==> src/rtl/fifo_wr_arbiter_pkg.sv <==
// Shared definitions for the FIFO write-side controllers.
//   arb_state_t : arbiter FSM state encoding (IDLE / BURST)
//   idx_width   : width of a requester index for n requesters (never 0)
//   cnt_width   : width of a beat counter able to hold max_burst without wrapping
package fifo_wr_arbiter_pkg;

  typedef enum logic [0:0] {
    ST_IDLE  = 1'b0,
    ST_BURST = 1'b1
  } arb_state_t;

  function automatic int idx_width(input int n);
    return (n > 1) ? $clog2(n) : 1;
  endfunction

  function automatic int cnt_width(input int max_burst);
    return $clog2(max_burst) + 1;
  endfunction

endpackage

==> src/rtl/fifo_wr_arbiter_rr.sv <==
// rr_priority_sel: combinational round-robin priority search.
//   req        : request vector, one bit per requester
//   last_grant : index of the requester served most recently
//   grant      : one-hot winner, zero when nothing requests
//   idx        : index of the winner, zero when nothing requests
//   any        : at least one requester is active
// Search starts at (last_grant + 1) mod NUM_REQ and wraps around, so the
// requester served last has the lowest priority.
module rr_priority_sel #(
  parameter int NUM_REQ = 4,
  parameter int IDX_W   = 2
) (
  input  logic [NUM_REQ-1:0] req,
  input  logic [IDX_W-1:0]   last_grant,
  output logic [NUM_REQ-1:0] grant,
  output logic [IDX_W-1:0]   idx,
  output logic               any
);

  // Outer loop walks priority order, inner loop maps the rotated position
  // back onto a constant bit index so every select stays static.
  always_comb begin
    grant = '0;
    idx   = '0;
    any   = 1'b0;
    for (int i = 1; i <= NUM_REQ; i++) begin
      for (int p = 0; p < NUM_REQ; p++) begin
        if (!any && req[p] && (p == ((int'(last_grant) + i) % NUM_REQ))) begin
          any      = 1'b1;
          grant[p] = 1'b1;
          idx      = IDX_W'(p);
        end
      end
    end
  end

endmodule

==> src/rtl/fifo_wr_arbiter.sv <==
// fifo_wr_arbiter: round-robin burst arbiter in front of a FIFO write port.
//   wr_clk       : clock, rising edge
//   wr_rst       : asynchronous active-low reset
//   i_req_data   : requester k data at [k*INT_FIFO_WIDTH +: INT_FIFO_WIDTH]
//   i_req_valid  : per-requester beat valid
//   i_req_last   : per-requester end-of-burst marker (qualified by valid)
//   o_req_ready  : per-requester ready (only the granted bit can be set)
//   o_data       : beat to the FIFO write side
//   o_valid      : beat valid to the FIFO write side
//   i_fifo_ready : FIFO write side can accept a beat
//   o_grant      : one-hot current grant, zero when idle
//   o_src        : index of the granted requester, zero when idle
// IDLE arbitrates for one cycle; BURST passes the winner straight through
// until it sends last or reaches INT_MAX_BURST beats, then one idle bubble.
module fifo_wr_arbiter
  import fifo_wr_arbiter_pkg::*;
#(
  parameter int INT_FIFO_WIDTH = 32,
  parameter int INT_NUM_REQ    = 4,
  parameter int INT_MAX_BURST  = 16
) (
  input  logic                                  wr_clk,
  input  logic                                  wr_rst,
  input  logic [INT_NUM_REQ*INT_FIFO_WIDTH-1:0] i_req_data,
  input  logic [INT_NUM_REQ-1:0]                i_req_valid,
  input  logic [INT_NUM_REQ-1:0]                i_req_last,
  output logic [INT_NUM_REQ-1:0]                o_req_ready,
  output logic [INT_FIFO_WIDTH-1:0]             o_data,
  output logic                                  o_valid,
  input  logic                                  i_fifo_ready,
  output logic [INT_NUM_REQ-1:0]                o_grant,
  output logic [idx_width(INT_NUM_REQ)-1:0]     o_src
);

  localparam int SRC_W = idx_width(INT_NUM_REQ);
  localparam int CNT_W = cnt_width(INT_MAX_BURST);
  localparam logic [CNT_W-1:0] MAX_CNT   = CNT_W'(INT_MAX_BURST);
  localparam logic [SRC_W-1:0] LAST_INIT = SRC_W'(INT_NUM_REQ - 1);

  arb_state_t             state;
  arb_state_t             state_nx;
  logic [INT_NUM_REQ-1:0] grant_q;
  logic [SRC_W-1:0]       src_q;
  logic [SRC_W-1:0]       last_grant;
  logic [CNT_W-1:0]       beat_cnt;

  logic [INT_NUM_REQ-1:0] sel_grant;
  logic [SRC_W-1:0]       sel_idx;
  logic                   sel_any;

  logic                   gnt_last;
  logic                   xfer;
  logic                   burst_done;

  rr_priority_sel #(
    .NUM_REQ (INT_NUM_REQ),
    .IDX_W   (SRC_W)
  ) u_rr_sel (
    .req        (i_req_valid),
    .last_grant (last_grant),
    .grant      (sel_grant),
    .idx        (sel_idx),
    .any        (sel_any)
  );

  // State register
  always_ff @(posedge wr_clk or negedge wr_rst) begin
    if (!wr_rst) begin
      state <= ST_IDLE;
    end else begin
      state <= state_nx;
    end
  end

  // Next-state logic
  always_comb begin
    state_nx = state;
    case (state)
      ST_IDLE:  if (sel_any)    state_nx = ST_BURST;
      ST_BURST: if (burst_done) state_nx = ST_IDLE;
      default:                  state_nx = ST_IDLE;
    endcase
  end

  // Output logic: zero-latency pass-through of the granted requester.
  // grant_q is one-hot, so the loop acts as an AND-OR mux.
  always_comb begin
    o_data      = '0;
    o_valid     = 1'b0;
    o_req_ready = '0;
    gnt_last    = 1'b0;
    if (state == ST_BURST) begin
      for (int k = 0; k < INT_NUM_REQ; k++) begin
        if (grant_q[k]) begin
          o_data   = i_req_data[k*INT_FIFO_WIDTH +: INT_FIFO_WIDTH];
          o_valid  = i_req_valid[k];
          gnt_last = i_req_last[k];
        end
      end
      o_req_ready = grant_q & {INT_NUM_REQ{i_fifo_ready}};
    end
  end

  assign xfer       = o_valid & i_fifo_ready;
  assign burst_done = xfer & (gnt_last | ((beat_cnt + CNT_W'(1)) == MAX_CNT));

  assign o_grant = grant_q;
  assign o_src   = src_q;

  // Grant / beat counter registers. last_grant resets to the highest index
  // so requester 0 wins the first arbitration after reset.
  always_ff @(posedge wr_clk or negedge wr_rst) begin
    if (!wr_rst) begin
      grant_q    <= '0;
      src_q      <= '0;
      beat_cnt   <= '0;
      last_grant <= LAST_INIT;
    end else begin
      if (state == ST_IDLE) begin
        if (sel_any) begin
          grant_q  <= sel_grant;
          src_q    <= sel_idx;
          beat_cnt <= '0;
        end
      end else begin
        if (xfer) begin
          beat_cnt <= beat_cnt + CNT_W'(1);
        end
        if (burst_done) begin
          last_grant <= src_q;
          grant_q    <= '0;
          src_q      <= '0;
        end
      end
    end
  end

endmodule

==> config.mk <==
export PLATFORM = sky130hd
export DESIGN_NAME = fifo_wr_arbiter
export DESIGN_NICKNAME = d
export VERILOG_FILES = /design/src/rtl/fifo_wr_arbiter_pkg.sv /design/src/rtl/fifo_wr_arbiter_rr.sv /design/src/rtl/fifo_wr_arbiter.sv
export SDC_FILE = /design/constraint.sdc
export NUM_CORES = 1
export LEC_CHECK = 0
export BUFFER_PORTS_ARGS = -buffer_cell sky130_fd_sc_hd__buf_2
export CELL_PAD_IN_SITES_DETAIL_PLACEMENT = 1
export CELL_PAD_IN_SITES_GLOBAL_PLACEMENT = 1
export CORE_MARGIN = 4
export CORE_UTILIZATION = 25
export CTS_CLUSTER_SIZE = 14
export DETAILED_ROUTE_END_ITERATION = 8
export PLACE_DENSITY = 0.84
export REMOVE_ABC_BUFFERS = 1
export SYNTH_ARGS = -nofsm -noshare
export SYNTH_HDL_FRONTEND = slang
export SYNTH_SLANG_ARGS = --single-unit
==> constraint.sdc <==
create_clock -name wr_clk -period 3.76 [get_ports wr_clk]
set_input_delay 0.188 -clock wr_clk [delete_from_list [all_inputs] [get_ports wr_clk]]
set_output_delay 0.188 -clock wr_clk [all_outputs]
set_load 0.005 [all_outputs]
==> results of run 1 <==
==> where the power goes <==
| part | switching, mW | internal [mW] |
|---|---|---|
| clock | 0.0556 | 0.0928 |
| sequential | 0.134 | 0.215 |
| combinational | 0.791 | 0.710 |
==> through the flow <==
stage	total power, mW	setup slack [ns]	hold WS [ns]
3_5_place_dp	1.866	1.474	0.1043
3_3_place_gp	1.809	1.563	0.09689
5_1_grt	2.212	1.020	0.3262
4_1_cts	2.027	1.199	0.2930
6_report	1.998	1.201	0.3025
2_1_floorplan	1.241	1.084	-0.1076
==> cell usage in the layout (no fill, tap or decap), types with 3 or more instances in the layout <==
cell | netlist | routed
sky130_fd_sc_hd__a21o_1 | 4 | 4
sky130_fd_sc_hd__a21oi_1 | 41 | 41
sky130_fd_sc_hd__a221oi_1 | 32 | 32
sky130_fd_sc_hd__and3_1 | 5 | 5
sky130_fd_sc_hd__buf_2 | 3 | 181
sky130_fd_sc_hd__buf_4 | 0 | 5
sky130_fd_sc_hd__clkbuf_8 | 0 | 4
sky130_fd_sc_hd__dfrtp_1 | 12 | 10
sky130_fd_sc_hd__inv_1 | 5 | 5
sky130_fd_sc_hd__nand2_1 | 4 | 4
sky130_fd_sc_hd__nor2_1 | 36 | 36
sky130_fd_sc_hd__nor2b_1 | 32 | 32
sky130_fd_sc_hd__nor3_1 | 33 | 33
sky130_fd_sc_hd__o21ai_0 | 4 | 4
sky130_fd_sc_hd__o2bb2ai_1 | 3 | 3
==> path summary, 6_finish.rpt <==
kind	start	endpoint	slack, ns	cells after the start
max in group asynchronous	wr_rst	last_grant[1]$_DFFE_PN1P_	3.10	2
hold reg to reg	o_src[0]$_DFFE_PN0P_	o_src[0]$_DFFE_PN0P_	0.52	1
setup reg to reg	o_grant[0]$_DFFE_PN0P_	o_grant[0]$_DFFE_PN0P_	1.51	5
min in group asynchronous	wr_rst	o_src[0]$_DFFE_PN0P_	0.36	2
hold / removal	i_req_valid[0]	o_grant[0]$_DFFE_PN0P_	0.30	2
setup / recovery	o_grant[0]$_DFFE_PN0P_	o_data[14]	1.20	7
==> metal layers <==
metal	share of wire [%]	vias up
met4	0.84	0
met3	7.7	6
li1	-	1349
met1	40	1335
met5	0	-
met2	52	102
==> kinds of logic (layout without fill, tap and decap cells) <==
logic type | Yosys count | count (layout) | synth area share, %
simple gates | 121 | 121 | 33.55
fa+ha+maj | 1 | 1 | 0.6565
compound gates | 98 | 98 | 36.51
flops | 14 | 14 | 18.52
buf+inv | 34 | 197 | 7.682
xor+xnor | 2 | 2 | 0.9194
mux | 3 | 3 | 2.167
==> sequential cells by signal, indices dropped and copies added (netlist names) <==
name,count
state,1
beat_cnt,5
last_grant,2
o_grant,4
o_src,2
==> cells in the mapped netlist, types with 2 or more instances <==
library cell | number | area share, %
sky130_fd_sc_hd__a21o_1 | 4 | 1.6
sky130_fd_sc_hd__nor3_1 | 33 | 8.7
sky130_fd_sc_hd__clkbuf_1 | 21 | 4.1
sky130_fd_sc_hd__nand2_1 | 4 | 0.79
sky130_fd_sc_hd__buf_6 | 2 | 1.2
sky130_fd_sc_hd__o2bb2ai_1 | 3 | 1.4
sky130_fd_sc_hd__a22o_1 | 2 | 0.92
sky130_fd_sc_hd__nor2b_1 | 32 | 11
sky130_fd_sc_hd__buf_1 | 2 | 0.39
sky130_fd_sc_hd__inv_1 | 5 | 0.99
sky130_fd_sc_hd__nor3b_1 | 2 | 0.79
sky130_fd_sc_hd__a221oi_1 | 32 | 15
sky130_fd_sc_hd__dfstp_2 | 2 | 2.8
sky130_fd_sc_hd__xnor2_1 | 2 | 0.92
sky130_fd_sc_hd__and3_1 | 5 | 1.6
sky130_fd_sc_hd__a21oi_1 | 41 | 11
sky130_fd_sc_hd__o21ai_0 | 4 | 1.1
sky130_fd_sc_hd__buf_2 | 3 | 0.79
sky130_fd_sc_hd__nor2_1 | 36 | 7.1
sky130_fd_sc_hd__dfrtp_1 | 12 | 16
sky130_fd_sc_hd__nand3_1 | 2 | 0.53
sky130_fd_sc_hd__mux2_4 | 2 | 1.6
sky130_fd_sc_hd__o31ai_1 | 2 | 0.79
==> critical path, cell delays in order, from the launching register on <==
cell	delay [ns]
sky130_fd_sc_hd__dfrtp_1	0.46
sky130_fd_sc_hd__and2b_1	0.70
sky130_fd_sc_hd__buf_4	0.33
sky130_fd_sc_hd__a221oi_1	0.10
sky130_fd_sc_hd__nor3_1	0.18
sky130_fd_sc_hd__a21oi_1	0.07
sky130_fd_sc_hd__nor2_1	0.14
sky130_fd_sc_hd__buf_2	0.13
==> layout make-up <==
cell class | instances | area, um2
Multi-Input combinational cell | 225 | 1406
Timing Repair Buffer | 187 | 953.4
Clock buffer | 4 | 55.05
Inverter | 6 | 22.52
Sequential cell | 14 | 355.3
Fill cell | 1004 | 4414
Tap cell | 99 | 123.9
==> what timing repair did <==
item | CTS | global route
endpoints found under the hold margin | 12 | 0
hold buffers | 1 | 0
endpoints found under the setup margin | 0 | 0
==> metrics.txt, run 1 <==
number of buffers added by the clock tree synthesis step 3; area growth from synthesis to layout 53.05%; total congestion overflow 0; number of H-tree branching levels 1; Starting Density 25.99%; kind of start point of the critical path flip-flop; clock tree from TritonCTS built; kind of critical path flip-flop to output pin; yosys warns 0; clk sinks 14; drt pass-1 iters 4; wire length after detailed routing 9.371 mm; share of flip-flops with an asynchronous set or reset 100.0%; wire length of the first global-routing pass 13.63 mm; number of global-route vias before repair 2766; top fanout value on the critical path 21; Die Footprint 9083 um2; count of final max-slew check failures 0; DIE HEIGHT 95.31 um; CTS clk-pin slew, worst paths 0.06 ns; crit path capture type output pin; distinct cell type count after synthesis 43; library cell used as clock root buffer sky130_fd_sc_hd__clkbuf_8; wire length per cell between 15 and 20 um; total track usage roughly 19%; unrepaired setup endpoints after global routing no; clock insertion delay at the later pin of the skew report 0.25 ns; Post-Syn Instances 273; Max rail drop VDD ~310 uV; minimum period implied by the final worst setup slack 2.559 ns; result of the run finished clean; final core area utilization 39.78%; number of failing setup endpoints in the final timing report 0; routed vias/inst between 5 and 6; Resized cells post-CTS 0; final design instance area without fill roughly 2900 um2; largest net degree at the start of global routing 46; setup TNS 0 ns; max-capacitance violation count 0; fraction of met1 tracks used by global routing 22.04%; min-delay worst type input port to flip-flop; post-synthesis instance area 1906 um2; worst-case headroom to the max-slew limit 46.02%; Arrival @ worst endpoint roughly 2.4 ns; number of core rows 31; width of the die around 95 um; power per cell area 685.1 nW/um2; gpl congestion just over 0.8; Post-DP Area 2851 um2; met3 Track Usage GR 3.078%; leakage power 1.526 nW; met2 capacity usage during global routing 35.28%; initial detailed-routing violation count 77; DR DRC count 0; EDFF count, synth 0; IO Port Bufs 181; data required time of the critical path between 3 and 4 ns; number of nets at the end of the flow 577; transition time at the pin with the least slew margin 0.8096 ns; total via count in the routed design 2792; part of the Yosys area used for sequential elements roughly 19%; count of boundary I/O pins approximately 180; cell count after placement 530; count of nets left with antenna violations after detail routing 0; number of failing hold endpoints at the final stage 0; area of the core region 7331 um2; diodes inserted 0; final critical-path share of the clock period about two thirds; Max Freq 0.3907 GHz; average cell area after synthesis between 6 and 7 um2; flops & latches, synth 14; clock skew after layout approximately 0.0038 ns; HPWL Detailed 7.440 mm; clock buffer depth 2; most used flip-flop cell after synthesis sky130_fd_sc_hd__dfrtp_1; number of post-CTS setup repair buffers 0; number of antenna violations at the first check in global routing 0; fraction of layout instances using a drive strength above 1 46.79%; non-filler cells, final 535; most used routing layer in global routing met2
Power figures use the tool's default switching activity.
==> run 2, diff against run 1 <==
CORE_UTILIZATION = 23   (was 25)
PLACE_DENSITY = 0.78   (was 0.84)
clock period = 2.6 ns   (was 3.76 ns; I/O delays follow)
==> run 2 against run 1 <==
  * Critical path type unchanged
  * Combinational power is 49% higher
  * Non-clock buffer count increased by 3
  * Clock power rose by 27%
  * Critical endpoint is now o_data[0]
  * Global-route usage is 0.79 points lower
  * Worst setup slack worse by 0.66 ns
  * Critical path depth did not move
  * Final area increased by 0.56%
  * Clock skew increased by 0.00099 ns
  * Largest power group unchanged
==> metrics.txt, run 2 (synthesized netlist as in run 1, its figures left out) <==
data required time of the critical path about 2.5 ns; count of final max-slew check failures 0; WHS Endpoint o_grant[0]$_DFFE_PN0P_; kind of critical path flip-flop to output pin; wire length per cell between 15 and 20 um; clock tree from TritonCTS built; number of antenna violations at the first check in global routing 0; total congestion overflow 0; Placement Setup Slack 0.6768 ns; top fanout value on the critical path 19; min-delay worst type input port to flip-flop; width of the die 99.02 um; unrepaired setup endpoints after global routing no; wire length after detailed routing 9.374 mm; wire length of the first global-routing pass approximately 14 mm; combinational cell fraction of total power 77.4%; Resized cells post-CTS 0; clock buffer depth 2; diodes inserted 0; top library cells by usage in the layout, fill and taps aside 181 x sky130_fd_sc_hd__buf_2, 41 x sky130_fd_sc_hd__a21oi_1, 36 x sky130_fd_sc_hd__nor2_1; count of boundary I/O pins 182; IO Port Bufs 181; number of nets at the end of the flow 580; fraction of layout instances using a drive strength above 1 46.92%; register containing the most flip-flops in the final layout beat_cnt; max reg flops 5; number of global-route vias before repair 2864; final critical-path share of the clock period 79.28%; area of the core region 7888 um2; clock skew after layout 0.004746 ns; Max Freq ~0.49 GHz; area growth from synthesis to layout 53.91%; result of the run finished clean; Reg-to-Reg Start o_grant[3]$_DFFE_PN0P_; Max rail drop VDD 500.0 uV; total track usage between 10% and 20%; DIE HEIGHT 99.02 um; number of core rows 32; max-capacitance violation count 0; minimum period implied by the final worst setup slack 2.061 ns; library cell used as clock root buffer sky130_fd_sc_hd__clkbuf_8; fraction of power consumed by the clock network 6.5%; transition time at the pin with the least slew margin approximately 0.55 ns; number of buffers added by the clock tree synthesis step 3; number of failing setup endpoints in the final timing report 0; drt pass-1 iters 4; final core area utilization 37.18%; startpoint of the tightest hold check path i_req_valid[0]; power per cell area 987.6 nW/um2; count of cells along the worst hold path 2; worst-case headroom to the max-slew limit between 60% and 70%; number of failing hold endpoints at the final stage 0; clock insertion delay at the later pin of the skew report 0.25 ns; sequential group share of total power between 10% and 20%; Starting Density 24.16%; Arrival @ worst endpoint about 1.9 ns; largest net degree at the start of global routing 57; gpl congestion 0.8095; most frequent standard cell in the layout excluding fill and tap cells sky130_fd_sc_hd__buf_2; crit path capture type output pin; flop-to-flop setup slack ~0.66 ns; leakage power approximately 1.5 nW; worst-case reg-to-reg path depth 5; Die Footprint 9805 um2; Sw Pwr 1.431 mW; internal power 1.466 mW; hold slack final about 0.25 ns; switching share of power 49.40%; CTS clk-pin slew, worst paths roughly 0.06 ns; routed vias/inst 5.192; number of post-CTS setup repair buffers 0; clk sinks 14; initial detailed-routing violation count 74; kind of start point of the critical path flip-flop; HPWL Detailed 7.439 mm; total via count in the routed design 2809; reg-to-reg endpoint o_grant[0]$_DFFE_PN0P_; worst-case setup margin in the final layout 0.5388 ns; count of nets left with antenna violations after detail routing 0; DR DRC count 0; number of H-tree branching levels 1
## run 2: cell count changes in the layout (fill, tap and decap cells not counted), sizes merged
cell  change
buf       +3
## run 2: how the worst max path moves through the flow
stage                                 startpoint  cells past startpoint  slack (ns)                      end
after floorplan           o_grant[3]$_DFFE_PN0P_                      5       -0.08  beat_cnt[0]$_DFFE_PN0P_
after global placement    o_grant[3]$_DFFE_PN0P_                      5        0.76   o_grant[0]$_DFFE_PN0P_
after detailed placement  o_grant[3]$_DFFE_PN0P_                      5        0.68   o_grant[0]$_DFFE_PN0P_
after CTS                 o_grant[2]$_DFFE_PN0P_                      6        0.51               o_data[13]
after global routing      o_grant[2]$_DFFE_PN0P_                      6        0.37               o_data[18]
final                     o_grant[1]$_DFFE_PN0P_                      7        0.54                o_data[0]
## run 2: power by group through the flow
| stage | Combinational [mW] | Clock (mW) | Sequential (mW) |
|---|---|---|---|
| global placement | 2.20 | 0 | 0.455 |
| floorplan | 1.22 | 0 | 0.575 |
| global route | 2.52 | 0.204 | 0.488 |
| detailed placement | 2.27 | 0 | 0.467 |
| finish | 2.24 | 0.188 | 0.466 |
| CTS | 2.28 | 0.196 | 0.466 |
## run 2: repair_timing
action,4_1_cts,5_1_grt
hold buffers,1,0
endpoints found under the setup margin,0,0
hold endpoints to repair,12,0
## run 2: worst max-delay path, cell delays in order (launching register included)
cell and delay, ns:
sky130_fd_sc_hd__dfrtp_1 0.45, sky130_fd_sc_hd__and2b_1 0.25, sky130_fd_sc_hd__buf_4 0.22, sky130_fd_sc_hd__a221oi_1 0.36, sky130_fd_sc_hd__nor3_1 0.08, sky130_fd_sc_hd__a21oi_1 0.14
sky130_fd_sc_hd__nor2_1 0.05, sky130_fd_sc_hd__buf_2 0.14
## run 2: stage by stage
step	TNS (ns)	total power [mW]	area, um2	instances
global placement	0	2.654	2878	536
global route	0	3.210	2933	541
floorplan	-0.3759	1.795	1782	245
finish	0	2.897	2933	541
detailed placement	0	2.737	2878	536
CTS	0	2.943	2933	541
## run 2: per-layer routing
layer	track usage [%]	up-vias	share of wire (%)
met5	0	-	0
met4	3.361	0	1.3
met3	2.972	10	6.7
met2	34.81	104	53
met1	19.92	1346	39
li1	-	1349	-
## run 2: area by class of cell
cell class	instances	area, um2
fillers	1085	4955
repair buffers	190	975.9
inverters	6	22.52
multi-input cells	225	1406
well taps	102	127.6
flip-flops and latches	14	355.3
clock buffers	4	45.04
==> run 3, diff against run 2 <==
ABC_AREA = 1   (was default)
CORE_UTILIZATION = 22   (was 23)
PLACE_DENSITY = 0.75   (was 0.78)
clock period = 1.8 ns   (was 2.6 ns; I/O delays follow)
==> run 3 against run 2 <==
  * Clock power rose by 70%
  * Non-clock buffer count rose by 35
  * Clock skew fell by 0.00060 ns
  * The run now ends with setup timing left
  * Highest routed layer unchanged
  * Global-route usage rose by 0.40 points
  * Largest power group unchanged
==> metrics.txt, run 3 <==
distinct cell type count after synthesis 35; sequential group share of total power 8.8%; drt pass-1 iters 4; top fanout value on the critical path 4; CTS clk-pin slew, worst paths approximately 0.060 ns; min-delay worst type input port to flip-flop; violated checks setup timing; result of the run finished, violations left; Synth top cells by count 97 x sky130_fd_sc_hd__o21ai_0, 69 x sky130_fd_sc_hd__a21oi_1, 53 x sky130_fd_sc_hd__nor2_1; worst-case headroom to the max-slew limit 73.98%; largest net degree at the start of global routing 66; DR DRC count 0; crit path capture type flip-flop; Top Family by Delay on Critical Path simple AND/OR/NAND/NOR gates; total congestion overflow 0; library cell with the highest instance count after synthesis sky130_fd_sc_hd__o21ai_0; number of core rows 36; max-capacitance violation count 0; most frequent standard cell in the layout excluding fill and tap cells sky130_fd_sc_hd__buf_2; cells along the critical path buf_4, nand2_4, nor2_2, nor3_4, buf_4, nand3_1, nand2_1, nor3_2, nand2_1, nor2_1, nand3_1, nand2_1, nand2_1; number of buffers added by the clock tree synthesis step 3; setup TNS -2.869 ns; most frequent cell on the critical path sky130_fd_sc_hd__nand2_1; Max Freq 0.4887 GHz; number of failing setup endpoints in the final timing report 14; width of the die 108.0 um; library cell used as clock root buffer sky130_fd_sc_hd__clkbuf_8; fraction of power consumed by the clock network around 4.9%; filler cell count 1319; worst-case setup margin in the final layout -0.2462 ns; power per cell area 1742 nW/um2; combinational cell fraction of total power 86.2%; Post-Syn Instances 378; max reg flops 5; HPWL Detailed between 8 and 9 mm; final critical-path share of the clock period 113.7%; EDFF count, synth 0; kind of start point of the critical path flip-flop; Sw Pwr 3.343 mW; number of nets at the end of the flow slightly above 700; average cell area after synthesis 5.822 um2; gpl congestion around 0.9; switching share of power 51.73%; wire length per cell roughly 16 um; Starting Density 22.52%; most used flip-flop cell after synthesis sky130_fd_sc_hd__dfrtp_1; unrepaired setup endpoints after global routing yes; Post-DP Area 3421 um2; flops & latches, synth 14; area of the core region 9774 um2; area growth from synthesis to layout 68.62%; data required time of the critical path 1.95 ns; initial detailed-routing violation count 133; Die Footprint 11670 um2; number of global-route vias before repair 3553; Max rail drop VDD 934.9 uV; minimum period implied by the final worst setup slack 2.046 ns; instance count on the critical path 13; number of antenna violations at the first check in global routing 0; worst-case reg-to-reg path depth 13; count of boundary I/O pins 182; internal power 3.120 mW; critical path buffer and inverter count 2; clock insertion delay at the later pin of the skew report 0.25 ns; total track usage 18.17%; hold slack final 0.1331 ns; overall power 6.463 mW; wire length after detailed routing 11.67 mm; kind of critical path flip-flop to flip-flop; leading area contributor after synthesis sky130_fd_sc_hd__o21ai_0; count of final max-slew check failures 0; routed vias/inst 4.989; clock tree from TritonCTS built; Arrival @ worst endpoint about 2.2 ns; highest cell delay on the worst timing path approximately 0.58 ns; top area cells in the synthesized netlist sky130_fd_sc_hd__o21ai_0 22%, sky130_fd_sc_hd__a21oi_1 16%, sky130_fd_sc_hd__dfrtp_1 14%; wire length of the first global-routing pass 17.48 mm; part of the Yosys area used for sequential elements around 16%; clock skew after layout around 0.0041 ns; top library cells by usage in the layout, fill and taps aside 181 x sky130_fd_sc_hd__buf_2, 90 x sky130_fd_sc_hd__o21ai_0, 69 x sky130_fd_sc_hd__a21oi_1; clock buffer depth 2; count of nets left with antenna violations after detail routing 0; transition time at the pin with the least slew margin 0.3904 ns; final design instance area without fill approximately 3700 um2; DIE HEIGHT ~110 um; fraction of layout instances using a drive strength above 1 46.18%; post-synthesis instance area 2201 um2; IO Port Bufs between 150 and 200; area share of the largest cell type after synthesis between 20% and 30%; count of cells along the worst hold path 3; leakage power 1.922 nW; register containing the most flip-flops in the final layout beat_cnt; share of flip-flops with an asynchronous set or reset 100.0%; number of failing hold endpoints at the final stage 0; Critical-path top delay cell sky130_fd_sc_hd__dfstp_2; clk sinks 14; number of H-tree branching levels 1; total via count in the routed design about 3500; diodes inserted 0; yosys warns 0
[run 3: path summary, 6_finish.rpt]
kind / start / end / slack, ns
max: last_grant[1]$_DFFE_PN1P_ / o_src[0]$_DFFE_PN0P_ / -0.25
min in group asynchronous: wr_rst / o_src[0]$_DFFE_PN0P_ / 0.27
max reg2reg: last_grant[1]$_DFFE_PN1P_ / o_src[0]$_DFFE_PN0P_ / -0.25
min reg2reg: beat_cnt[3]$_DFFE_PN0P_ / beat_cnt[3]$_DFFE_PN0P_ / 0.51
max in group asynchronous: wr_rst / last_grant[1]$_DFFE_PN1P_ / 1.24
min: i_fifo_ready / beat_cnt[0]$_DFFE_PN0P_ / 0.13
[run 3: per-stage QoR]
stage | instances | worst slack (ns) | util [%]
after floorplan | 346 | -0.8154 | -
after global placement | 695 | -0.1517 | 35.00
after detailed placement | 695 | -0.2484 | 35.00
after CTS | 705 | -0.2383 | 36.73
after global routing | 709 | -0.4042 | 37.97
final | 709 | -0.2462 | 37.97
[run 3: per-layer routing]
layer	wire, um	vias up	track usage, %	share of wire (%)
met2	6059	114	34.86	52
met3	784	14	2.448	6.7
met4	155	0	3.968	1.3
met1	4667	1696	21.26	40
li1	-	1713	-	-
met5	0	-	0	0
[run 3: power by group through the flow]
| stage | logic (mW) | clock network, mW | registers [mW] |
|---|---|---|---|
| floorplan | 2.50 | 0 | 0.738 |
| global placement | 4.95 | 0 | 0.558 |
| detailed placement | 5.10 | 0 | 0.568 |
| CTS | 5.33 | 0.326 | 0.567 |
| global route | 6.19 | 0.342 | 0.591 |
| finish | 5.57 | 0.319 | 0.571 |
[run 3: tightest hold or removal path: stages]
cell and delay, ns:
sky130_fd_sc_hd__buf_2 0.12, sky130_fd_sc_hd__nand4_1 0.08, sky130_fd_sc_hd__nand2_1 0.05
[run 3: layout make-up]
class	count	area (um2)	share of cell area (%)
Sequential cell	14	352.8	9.508
Timing Repair Buffer	225	1363	36.72
Tap cell	133	166.4	4.484
Inverter	21	81.33	2.192
Multi-Input combinational cell	312	1693	45.62
Clock buffer	4	55.05	1.483
[run 3: cells by family (layout without fill, tap and decap cells)]
logic type	count (synthesis)	in the layout	synth area share (%)
buffers and inverters	53	250	10.52
and+or+nand+nor	135	136	31.72
adders and majority gates	1	1	0.5684
DFF	14	14	16.03
AOI/OAI and AO/OA	173	173	40.36
xor gates and xnor gates	2	2	0.7961
[run 3: what timing repair did]
action,CTS,global route
setup endpoints to repair,42,32
buffers inserted,4,2
endpoints found under the hold margin,12,0
hold buffers,1,0
resized for setup,19,19
cloned,1,2
pin swaps,2,7
